===== src/rtl/time_field_counter.sv =====
// time_field_counter
//
// One calendar/clock field (seconds, minutes, hours, day, month) with a
// configurable range MIN_VALUE .. TOP. In run mode it advances on `tick` and
// emits a one-cycle `carry` on wrap, so fields chain carry -> tick on a single
// clock. In set mode `up`/`down` step the value with auto-repeat, and the
// two-digit display blinks.
//
// Ports:
//   clock  in   system clock (only clock)
//   reset  in   synchronous, active-high reset
//   tick   in   count enable, one-cycle pulse
//   set    in   1 = adjust mode
//   up     in   increment button (debounced, synchronised, level)
//   down   in   decrement button (debounced, synchronised, level)
//   limit  in   runtime top value, used only when USE_LIMIT = 1
//   count  out  current value
//   carry  out  one-cycle wrap pulse (run mode only)
//   seg    out  active-low segments, [6:0] ones digit, [13:7] tens digit
module time_field_counter #(
  parameter int unsigned MODULO       = 60,
  parameter int unsigned BITS         = 6,
  parameter int unsigned MIN_VALUE    = 0,
  parameter int unsigned USE_LIMIT    = 0,
  parameter int unsigned REPEAT_DELAY = 25_000_000,
  parameter int unsigned REPEAT_RATE  = 5_000_000,
  parameter int unsigned BLINK_HALF   = 12_500_000
) (
  input  logic            clock,
  input  logic            reset,
  input  logic            tick,
  input  logic            set,
  input  logic            up,
  input  logic            down,
  input  logic [BITS-1:0] limit,
  output logic [BITS-1:0] count,
  output logic            carry,
  output logic [13:0]     seg
);

  localparam logic [BITS-1:0] MinVal   = BITS'(MIN_VALUE);
  localparam logic [BITS-1:0] FixedTop = BITS'(MIN_VALUE + MODULO - 1);

  localparam int unsigned TimerMax = (REPEAT_DELAY > REPEAT_RATE) ? REPEAT_DELAY : REPEAT_RATE;
  localparam int unsigned TimerW   = $clog2(TimerMax + 1);
  localparam logic [TimerW-1:0] DelayLast = TimerW'(REPEAT_DELAY - 1);
  localparam logic [TimerW-1:0] RateLast  = TimerW'(REPEAT_RATE - 1);

  localparam int unsigned BlinkW = $clog2(BLINK_HALF + 1);
  localparam logic [BlinkW-1:0] BlinkLast = BlinkW'(BLINK_HALF - 1);

  typedef enum logic [1:0] {StIdle, StDelay, StRepeat} rpt_state_e;

  // State
  logic [BITS-1:0]   count_q, count_d;
  logic              carry_q, carry_d;
  rpt_state_e        state_q, state_d;
  logic [TimerW-1:0] timer_q, timer_d;
  logic              dir_q, dir_d;      // 1 = held button is `up`
  logic              up_q, down_q, set_q;
  logic [BlinkW-1:0] blink_cnt_q, blink_cnt_d;
  logic              blink_on_q, blink_on_d;

  logic [BITS-1:0] top;
  logic            step;
  logic            step_up;
  logic            up_only, down_only, held_same;

  assign top       = (USE_LIMIT != 0) ? limit : FixedTop;
  assign up_only   = up & ~down;
  assign down_only = down & ~up;
  // The button that started the current hold is still the only one pressed.
  assign held_same = dir_q ? up_only : down_only;

  // Repeat FSM: issues single-cycle steps for the held button.
  always_comb begin
    state_d = state_q;
    timer_d = timer_q;
    dir_d   = dir_q;
    step    = 1'b0;
    step_up = dir_q;
    if (!set || (up && down)) begin
      state_d = StIdle;
      timer_d = '0;
    end else begin
      unique case (state_q)
        StIdle: begin
          timer_d = '0;
          if (up_only && !up_q) begin
            step    = 1'b1;
            step_up = 1'b1;
            dir_d   = 1'b1;
            state_d = StDelay;
          end else if (down_only && !down_q) begin
            step    = 1'b1;
            step_up = 1'b0;
            dir_d   = 1'b0;
            state_d = StDelay;
          end
        end
        StDelay: begin
          if (!held_same) begin
            state_d = StIdle;
            timer_d = '0;
          end else if (timer_q == DelayLast) begin
            step    = 1'b1;
            state_d = StRepeat;
            timer_d = '0;
          end else begin
            timer_d = timer_q + TimerW'(1);
          end
        end
        StRepeat: begin
          if (!held_same) begin
            state_d = StIdle;
            timer_d = '0;
          end else if (timer_q == RateLast) begin
            step    = 1'b1;
            timer_d = '0;
          end else begin
            timer_d = timer_q + TimerW'(1);
          end
        end
        default: begin
          state_d = StIdle;
          timer_d = '0;
        end
      endcase
    end
  end

  // Count update: clamp beats any tick or step in the same cycle.
  always_comb begin
    count_d = count_q;
    carry_d = 1'b0;
    if (count_q > top) begin
      count_d = top;
    end else if (!set) begin
      if (tick) begin
        if (count_q == top) begin
          count_d = MinVal;
          carry_d = 1'b1;
        end else begin
          count_d = count_q + BITS'(1);
        end
      end
    end else if (step) begin
      if (step_up) begin
        count_d = (count_q == top) ? MinVal : count_q + BITS'(1);
      end else begin
        count_d = (count_q == MinVal) ? top : count_q - BITS'(1);
      end
    end
  end

  // Blink timer: restarts in the "on" phase on entry to set mode or any step.
  always_comb begin
    blink_cnt_d = blink_cnt_q;
    blink_on_d  = blink_on_q;
    if (!set || !set_q || step) begin
      blink_cnt_d = '0;
      blink_on_d  = 1'b1;
    end else if (blink_cnt_q == BlinkLast) begin
      blink_cnt_d = '0;
      blink_on_d  = ~blink_on_q;
    end else begin
      blink_cnt_d = blink_cnt_q + BlinkW'(1);
    end
  end

  always_ff @(posedge clock) begin
    if (reset) begin
      count_q     <= MinVal;
      carry_q     <= 1'b0;
      state_q     <= StIdle;
      timer_q     <= '0;
      dir_q       <= 1'b0;
      up_q        <= 1'b0;
      down_q      <= 1'b0;
      set_q       <= 1'b0;
      blink_cnt_q <= '0;
      blink_on_q  <= 1'b1;
    end else begin
      count_q     <= count_d;
      carry_q     <= carry_d;
      state_q     <= state_d;
      timer_q     <= timer_d;
      dir_q       <= dir_d;
      up_q        <= up;
      down_q      <= down;
      set_q       <= set;
      blink_cnt_q <= blink_cnt_d;
      blink_on_q  <= blink_on_d;
    end
  end

  // Display: gfedcba, active-low.
  function automatic logic [6:0] seg7(input logic [3:0] d);
    logic [6:0] p;
    case (d)
      4'd0:    p = 7'b1000000;
      4'd1:    p = 7'b1111001;
      4'd2:    p = 7'b0100100;
      4'd3:    p = 7'b0110000;
      4'd4:    p = 7'b0011001;
      4'd5:    p = 7'b0010010;
      4'd6:    p = 7'b0000010;
      4'd7:    p = 7'b1111000;
      4'd8:    p = 7'b0000000;
      4'd9:    p = 7'b0010000;
      default: p = 7'b1111111;
    endcase
    return p;
  endfunction

  logic [6:0] value;
  logic [3:0] tens, ones;
  logic       blank;

  assign value = 7'(count_q);
  assign tens  = 4'(value / 7'd10);
  assign ones  = 4'(value % 7'd10);
  assign blank = set & ~blink_on_q;

  assign count = count_q;
  assign carry = carry_q;
  assign seg   = blank ? 14'h3fff : {seg7(tens), seg7(ones)};

endmodule

===== config.mk =====
export PLATFORM = sky130hd
export DESIGN_NAME = time_field_counter
export DESIGN_NICKNAME = d
export VERILOG_FILES = /design/src/rtl/time_field_counter.sv
export SDC_FILE = /design/constraint.sdc
export NUM_CORES = 1
export LEC_CHECK = 0
export CAP_MARGIN = 30
export CORE_MARGIN = 2
export CORE_UTILIZATION = 59
export DETAILED_ROUTE_END_ITERATION = 10
export PLACE_DENSITY = 0.86
export SKIP_CTS_REPAIR_TIMING = 1
export SLEW_MARGIN = 40
export SYNTH_ARGS = -nofsm -noshare
export SYNTH_HDL_FRONTEND = slang
export SYNTH_SLANG_ARGS = --single-unit

===== constraint.sdc =====
create_clock -name clock -period 6.2 [get_ports clock]
set_input_delay 1.86 -clock clock [delete_from_list [all_inputs] [get_ports clock]]
set_output_delay 1.86 -clock clock [all_outputs]
set_load 0.02 [all_outputs]

==> results of run 1 <==
==> worst max-delay path, delay by kind of cell, from the launching register on <==
family	cells	cell delay, ns
AO/OA/AOI/OAI	6	1.34
XOR/XNOR	1	0.15
adder cells (fa/ha/maj)	3	0.72
buffers and inverters	4	0.53
flip-flops	1	0.31
AND/OR/NAND/NOR	4	0.63
==> cell families after synthesis <==
family / count (synthesis) / share of synthesized area (%)
and+or+nand+nor: 220 / 27.2
AOI/OAI and AO/OA: 87 / 15.6
DFF: 63 / 31.9
xor gates and xnor gates: 49 / 10.9
buffers and inverters: 35 / 4.08
adders and majority gates: 26 / 8.23
muxes: 8 / 2.18
==> stage by stage <==
step / cell area (µm²) / total power [mW] / hold WS [ns] / util (%)
6_report: 4620 / 1.21 / 0.474 / 71.9
5_1_grt: 4620 / 1.27 / 0.494 / 71.9
4_1_cts: 4560 / 1.22 / 0.481 / 71.0
3_5_place_dp: 4350 / 0.832 / 0.465 / 67.7
3_3_place_gp: 4330 / 0.820 / 0.442 / 67.5
2_1_floorplan: 3950 / 0.690 / 0.430 / -
==> cell usage after synthesis (5+ instances only) <==
library cell               number
sky130_fd_sc_hd__o21a_1         5
sky130_fd_sc_hd__nor3_1        11
sky130_fd_sc_hd__clkbuf_1       9
sky130_fd_sc_hd__nand3_1       34
sky130_fd_sc_hd__mux2i_1        6
sky130_fd_sc_hd__nor2_1        73
sky130_fd_sc_hd__dfxtp_1       63
sky130_fd_sc_hd__inv_1         19
sky130_fd_sc_hd__xnor2_1       23
sky130_fd_sc_hd__and3_1        11
sky130_fd_sc_hd__nand4_1       10
sky130_fd_sc_hd__o21ai_0       17
sky130_fd_sc_hd__a21oi_1       22
sky130_fd_sc_hd__nor2b_1        8
sky130_fd_sc_hd__xor2_1        26
sky130_fd_sc_hd__ha_1          26
sky130_fd_sc_hd__nand2_1       40
sky130_fd_sc_hd__nand2b_1       6
sky130_fd_sc_hd__a21o_1         8
==> worst paths after layout <==
kind | end | slack, ns
worst max-delay path | seg[5] | 0.31
worst min-delay path | blink_cnt_q[0] | 0.47
worst max register to register | count[5] | 3.36
worst min register to register | blink_cnt_q[0] | 0.47
==> area by class of cell <==
| class | instances | share of cell area (%) |
|---|---|---|
| clock buffer | 10 | 2.76 |
| multi-input combinational | 390 | 55.3 |
| clock inverter | 6 | 1.84 |
| tap | 77 | 2.09 |
| timing repair buffer | 45 | 9.10 |
| inverter | 19 | 1.54 |
| sequential | 63 | 27.3 |
==> power groups by stage <==
stage	sequential [mW]	combinational, mW	clock, mW
final	0.418	0.403	0.385
after CTS	0.417	0.408	0.391
after global routing	0.418	0.439	0.409
after floorplan	0.430	0.260	0
after global placement	0.426	0.394	0
after detailed placement	0.426	0.406	0
==> sequential cells by signal, indices dropped and copies added, names as in the netlist <==
name and flops:
blink_cnt_q 24, timer_q 25, state_q 2, count 6, down_q 1, dir_q 1, carry 1, up_q 1
blink_on_q 1, set_q 1
==> metal layers <==
metal,wire length (µm),global-route usage [%],vias to the layer above
li1,-,-,1782
met1,3630,28.4,1690
met2,4520,45.2,103
met3,373,4.81,20
met4,171,9.52,0
met5,0,0,-
==> results list, run 1 <==
- Floorplan row count: 29
- The critical path starts at count[4].
* Launch instance of the worst min-delay path: blink_cnt_q[0]
* Top-area cell type share of the netlist area: 31.9%
- Along the worst hold path, the cell count comes to 1.
- In this run the standard cell core region covers 0.00642 mm².
* Setup repair after global routing missed its margin: false
- Final Hold Vio Count: 0
- Cell Int Power: 0.811 mW
- Synth cell types: 63
- Violations in the final reports: design-rule violations
- Worst ir drop on vdd: 0.000175 V
- For this block, the initial DRC count from the detailed router was 218.
- The number of placed instances, taps included, is 592.
- Leak Pwr: 1.83 nW
* Io pins: 33
- CP Data Arrival Time: 4.03 ns
- The post-route netlist has 10.7% of its cells at a drive strength greater than 1.
- Number of search-and-repair iterations in the first detailed-routing pass: 9
- For the finished layout, the period the worst path requires is 5.89 ns.
- The worst hold path belongs to the class reg2reg.
- Across the run, the number of max-cap violations was 0.
- Critical Path End Type: output pin
- The floorplan step set the die width to 85.9 µm.
- Source of the worst register-to-register timing path: timer_q[0]
- The biggest area contributor in the post-synthesis netlist is sky130_fd_sc_hd__dfxtp_1.
* Most common library cell in the layout ignoring fill and taps: sky130_fd_sc_hd__nor2_1
- Number of enable flip-flop cells after synthesis: 0
- Yosys printed 0 warnings.
- Count of mapped cells out of synthesis: 488
- By area the synthesized netlist is led by sky130_fd_sc_hd__dfxtp_1 (32%), sky130_fd_sc_hd__ha_1 (8.2%), sky130_fd_sc_hd__nor2_1 (6.9%).
* All-layer global routing usage: 24.8%
- Clock latency on the worst-skew pair: 0.35 ns
- After synthesis, the mean cell area works out to 8.10 µm².
- Number of antenna violations at the first check in global routing: 0
- For this run, the slowest stage of the critical path takes 0.31 ns.
- Clk root buf: sky130_fd_sc_hd__clkbuf_8
- Setup violations remaining at the end of the flow were counted as 0.
* Smallest setup slack after layout: 0.314 ns
* # DRC: 4
- Number of buffers between clock root and the deepest sink: 2
- Across the routed clock network, the largest skew measured is 0.00871 ns.
- The critical path goes through inv_1, ha_1, nor2_4, a211o_1, a21o_1, nor3_1, or2_1, ha_2, inv_1, a221o_1, o21ai_2, a21oi_1, nor2_2, xnor2_2, inv_1, ha_1, o311ai_1, buf_2.
- Global-route wire length before repair: 15100 µm
- In the routed layout, each cell is associated on average with a via count of 5.89.
- Switching component of the power: 0.395 mW
- Compared with the post-synthesis result, the final layout area differs by 16.8%.
* Number of CTS-inserted buffers: 9
* Routed len/inst: 14.3 µm
- Global routing finished with a remaining overflow of 0.
* Critical Path Fanout Max: 6
- Synthesized Nets: 526
* Data required time at the worst endpoint: 4.34 ns
- The die covers 0.00737 mm².
* Critical Setup Path Class: reg2out
* Transition time at the pin with the least slew margin: 0.522 ns
* Final antenna diode count: 0
- Of the total power, the share spent switching nets is 32.7%.
- At the placement stage, the worst setup path has a slack of -0.00572 ns.
- Antenna violation net count after detailed routing: 0
- Prevailing post-synth register cell: sky130_fd_sc_hd__dfxtp_1
- Count of filler cells inserted in the layout: 494
- The count of cells in the finished layout, fillers not included, comes to 610.
* Part of the total power dissipated in sequential elements: 34.6%
- Slew Limit Fails: 0
- After synthesis the cells add up to 0.00395 mm².
* Maximum number of pins on one net before global-route repair: 25
- The clock net in this run drives a total of 63 sinks.
* Logic pwr share: 33.4%
- Register area: 0.00126 mm²
* Flop and latch count out of synthesis: 63
* Post-Route Setup TNS: 0 ns
- The flow ran to the end, but the final reports show violations.
- Among the stages of the critical path, the cell type that occurs most often is sky130_fd_sc_hd__inv_1.
- Max frequency: 170 MHz
* Multi-input logic area: 0.00255 mm²
* TritonCTS clock tree: yes
* Headroom to the max-slew limit: 65.0%
* Path depth of the worst reg2reg path: 9
* Post-synth ARST share: 0%
- In this run, the clock network consumes 31.9% of the power.
- Net count reported at finish: 566
- Clock-pin slew was measured on the worst setup and hold paths at 0.07 ns.
- Setup crit start kind: register
- Effective utilization at floorplan: 61.6%
* Half-perimeter wire length of the detailed placement result: 6190 µm
- The detailed router placed 3595 vias in this run.
- Dividing total power by cell area gives a power density of 261 mW/mm².
* Die boundary height: 85.9 µm
- Count of input and output buffers: 26
* Critical Path Slowest Stage Cell: sky130_fd_sc_hd__dfxtp_1
- Total wire length: 8700 µm
* H-tree depth: 3
- Fraction of the yosys area taken by sequential cells: 31.9%
- The number of global-route vias before repair was 3555.
- In the layout the commonest cells are sky130_fd_sc_hd__nor2_1 (72), sky130_fd_sc_hd__dfxtp_1 (62), sky130_fd_sc_hd__nand2_1 (40).
- Placer congestion estimate: 0.866
- Final worst path period share: 94.9%
Note: power is estimated with default switching activity, not from simulation.
==> inputs of run 2 (changes only) <==
--- a/config.mk
+++ b/config.mk
@@ -7,9 +7,9 @@
 export LEC_CHECK = 0
 export CAP_MARGIN = 30
 export CORE_MARGIN = 2
-export CORE_UTILIZATION = 59
+export CORE_UTILIZATION = 41
 export DETAILED_ROUTE_END_ITERATION = 10
-export PLACE_DENSITY = 0.86
+export PLACE_DENSITY = 0.65
 export SKIP_CTS_REPAIR_TIMING = 1
 export SLEW_MARGIN = 40
 export SYNTH_ARGS = -nofsm -noshare
==> run 2 against run 1 <==
  * The run now ends clean
  * Die area rose by 42%
  * Non-clock buffer count fell by 1
  * Sequential share of layout area fell by 0.21 points
  * Hold slack got worse by 0.014 ns
  * Clock skew rose by 0.0011 ns
  * Register-to-register slack improved by 0.08 ns
  * Critical path type unchanged
  * Largest cell class unchanged
  * Largest power group unchanged
==> results list, run 2 (synthesis gave the netlist of run 1 again) <==
- The run finished with clean final reports.
- Initial DRC Count: 158 (-28%)
- The post-detailed-placement cell area came to 0.00442 mm² (+1.6%).
* Largest reg by FF count: timer_q
* TritonCTS clock tree: yes
- All-layer global routing usage: 16.8% (-8.0 points)
- Max Cap Violations: 0 (unchanged)
- Io pins: 33 (unchanged)
- Number of CTS-inserted buffers: 9 (unchanged)
* Most common library cell in the layout ignoring fill and taps: sky130_fd_sc_hd__nor2_1
- The number of remaining DRC errors was 0 (-4).
- Effective utilization at floorplan: 42.6% (-19 points)
- DP Cell Count: 644 (+8.8%)
- Antenna violation net count after detailed routing: 0 (unchanged)
* Routed len/inst: 12.4 µm (-13%)
* Fraction of layout cells with a size suffix above 1: 9.96% (-0.73 points)
- The overflow left after global routing was 0 (unchanged).
* Layout Utilization: 50.1% (-22 points)
- The core outline area was 0.00928 mm² (+45%).
- The count of placed standard cells in the final layout, fillers left out came to 661 (+8.4%).
* Final antenna diode count: 0 (unchanged)
- Floorplan row count: 35 (+21%)
- Clk root buf: sky130_fd_sc_hd__clkbuf_8
- Post-layout min period: 5.87 ns (-0.0178 ns)
- The highest fanout seen on the critical path came to 4 (-2).
- The wire length of the first global-routing pass is 14300 µm (-5.3%).
- Setup-violating endpoint count in the final report: 0 (unchanged)
- Max reg flops: 25 (unchanged)
- Num Clock Sinks: 63 (unchanged)
* Vias in the first global route: 3182 (-10%)
- The area of the die is 0.0104 mm² (+42%).
- Relative area change from synthesis to final layout: 17.6%
- Number of antenna violations at the first check in global routing: 0 (unchanged)
* H-tree depth: 3 (unchanged)
* Setup repair after global routing missed its margin: true
- Die width: 102 µm (+19%)
* Pwr per Cell Area: 244 mW/mm² (-6.4%)
- Worst hold margin: 0.460 ns (-0.0137 ns)
- The number of buffers between clock root and the deepest sink came to 2 (unchanged).
- Number of vias after detailed routing: 3470 (-3.5%)
* Data required time at the worst endpoint: 4.34 ns (about the same)
* Most frequent cells in the layout: sky130_fd_sc_hd__nor2_1 (73), sky130_fd_sc_hd__dfxtp_1 (63), sky130_fd_sc_hd__nand2_1 (39)
* Post-Route Skew: 0.00976 ns (+0.00106 ns)
- The worst setup path is launched from a register.
- The worst setup path is captured at an output pin.
- Final Hold Vio Count: 0 (unchanged)
- The via count normalized by instance count was 5.25 (-11%).
- The final-stage net count is 565 (-0.18%).
- Number of search-and-repair iterations in the first detailed-routing pass: 4 (-5)
- The headroom to the max-slew limit is 61.8% (-3.2 points).
- Placer congestion estimate: 0.891 (+2.8%)
* HP Class: reg2reg
- Final worst path period share: 94.7% (-0.29 points)
* Post-Route Setup TNS: 0 ns (unchanged)
- Total power: 1.14 mW (-5.8%)
* Leak Pwr: 1.79 nW (-2.4%)
* Pre-CTS setup slack: 0.152 ns (+0.158 ns)
- The final wirelength was 8180 µm (-5.9%).
* Clock latency on the worst-skew pair: 0.34 ns (about the same)
- The setup path with the least slack is of type reg2out.
* Die boundary height: 102 µm (+19%)
* CP Data Arrival Time: 4.01 ns (-0.02 ns)
- The post-route standard cell area excluding fillers came to 0.00465 mm² (+0.68%).
- The final count of pins violating max slew came to 0 (unchanged).
* Worst ir drop on vdd: 0.000120 V (-32%)
* Max frequency: 170 MHz (+0.30%)
* Transition time at the pin with the least slew margin: 0.569 ns (+0.0470 ns)
- Half-perimeter wire length of the detailed placement result: 6180 µm (-0.20%)
- Maximum number of pins on one net before global-route repair: 25 (unchanged)
- The clock slew at the register clock pins of the worst setup and hold paths came to 0.07 ns (about the same).
- The worst setup margin was 0.331 ns (+0.0178 ns).
- Count of input and output buffers: 26 (unchanged)
-- run 2: cell count changes in the layout (fill, tap and decap cells not counted), moves of 2 or more --
cell / change
sky130_fd_sc_hd__clkinv_4: +2
sky130_fd_sc_hd__bufinv_16: -2
sky130_fd_sc_hd__clkdlybuf4s50_1: +2
sky130_fd_sc_hd__buf_4: -2
-- run 2: worst paths after layout --
kind | start | slack, ns | endpoint | cells after the start
setup / recovery | count[4] | 0.33 | seg[5] | 18
hold reg to reg | timer_q[0] | 0.46 | timer_q[0] | 1
hold / removal | timer_q[0] | 0.46 | timer_q[0] | 1
setup reg to reg | timer_q[0] | 3.44 | count[5] | 9
-- run 2: critical path, stage by stage, from the launching register on --
cell and delay [ns]:
sky130_fd_sc_hd__dfxtp_1 0.33, sky130_fd_sc_hd__inv_1 0.06, sky130_fd_sc_hd__ha_1 0.23, sky130_fd_sc_hd__o31a_1 0.32
sky130_fd_sc_hd__o221ai_4 0.23, sky130_fd_sc_hd__nand2_2 0.12, sky130_fd_sc_hd__a21oi_1 0.17, sky130_fd_sc_hd__or2_1 0.19
sky130_fd_sc_hd__ha_1 0.18, sky130_fd_sc_hd__inv_1 0.06, sky130_fd_sc_hd__a221o_1 0.28, sky130_fd_sc_hd__o21ai_1 0.17
sky130_fd_sc_hd__a21oi_1 0.09, sky130_fd_sc_hd__nor2_1 0.16, sky130_fd_sc_hd__xnor2_1 0.20, sky130_fd_sc_hd__inv_1 0.13
sky130_fd_sc_hd__ha_1 0.22, sky130_fd_sc_hd__o311ai_1 0.31, sky130_fd_sc_hd__buf_2 0.22
-- run 2: layout make-up --
cell class / count / area (µm²)
Tap cell: 129 / 161
Inverter: 19 / 71.3
Sequential cell: 63 / 1260
Multi-Input combinational cell: 390 / 2550
Fill cell: 908 / 4630
Clock inverter: 7 / 57.6
Timing Repair Buffer: 44 / 419
Clock buffer: 9 / 124
-- run 2: routing by layer --
metal	vias up	wire length (µm)	track usage, %
li1	1786	-	-
met1	1620	3890	21.8
met2	58	3920	28.4
met3	6	297	3.69
met4	0	71	4.62
met5	-	0	0
-- run 2: power by group --
part	total, mW	switching, mW	internal, mW
Combinational	0.398	0.221	0.177
Clock	0.321	0.172	0.149
Sequential	0.416	0.00599	0.410
Total	1.14	0.399	0.737
==> inputs of run 3 (changes only) <==
--- a/config.mk
+++ b/config.mk
@@ -5,7 +5,6 @@
 export SDC_FILE = /design/constraint.sdc
 export NUM_CORES = 1
 export LEC_CHECK = 0
-export CAP_MARGIN = 30
 export CORE_MARGIN = 2
 export CORE_UTILIZATION = 41
 export DETAILED_ROUTE_END_ITERATION = 10
==> results of run 3 <==
No change in the layout: final DEF, timing and power equal those of run 2.
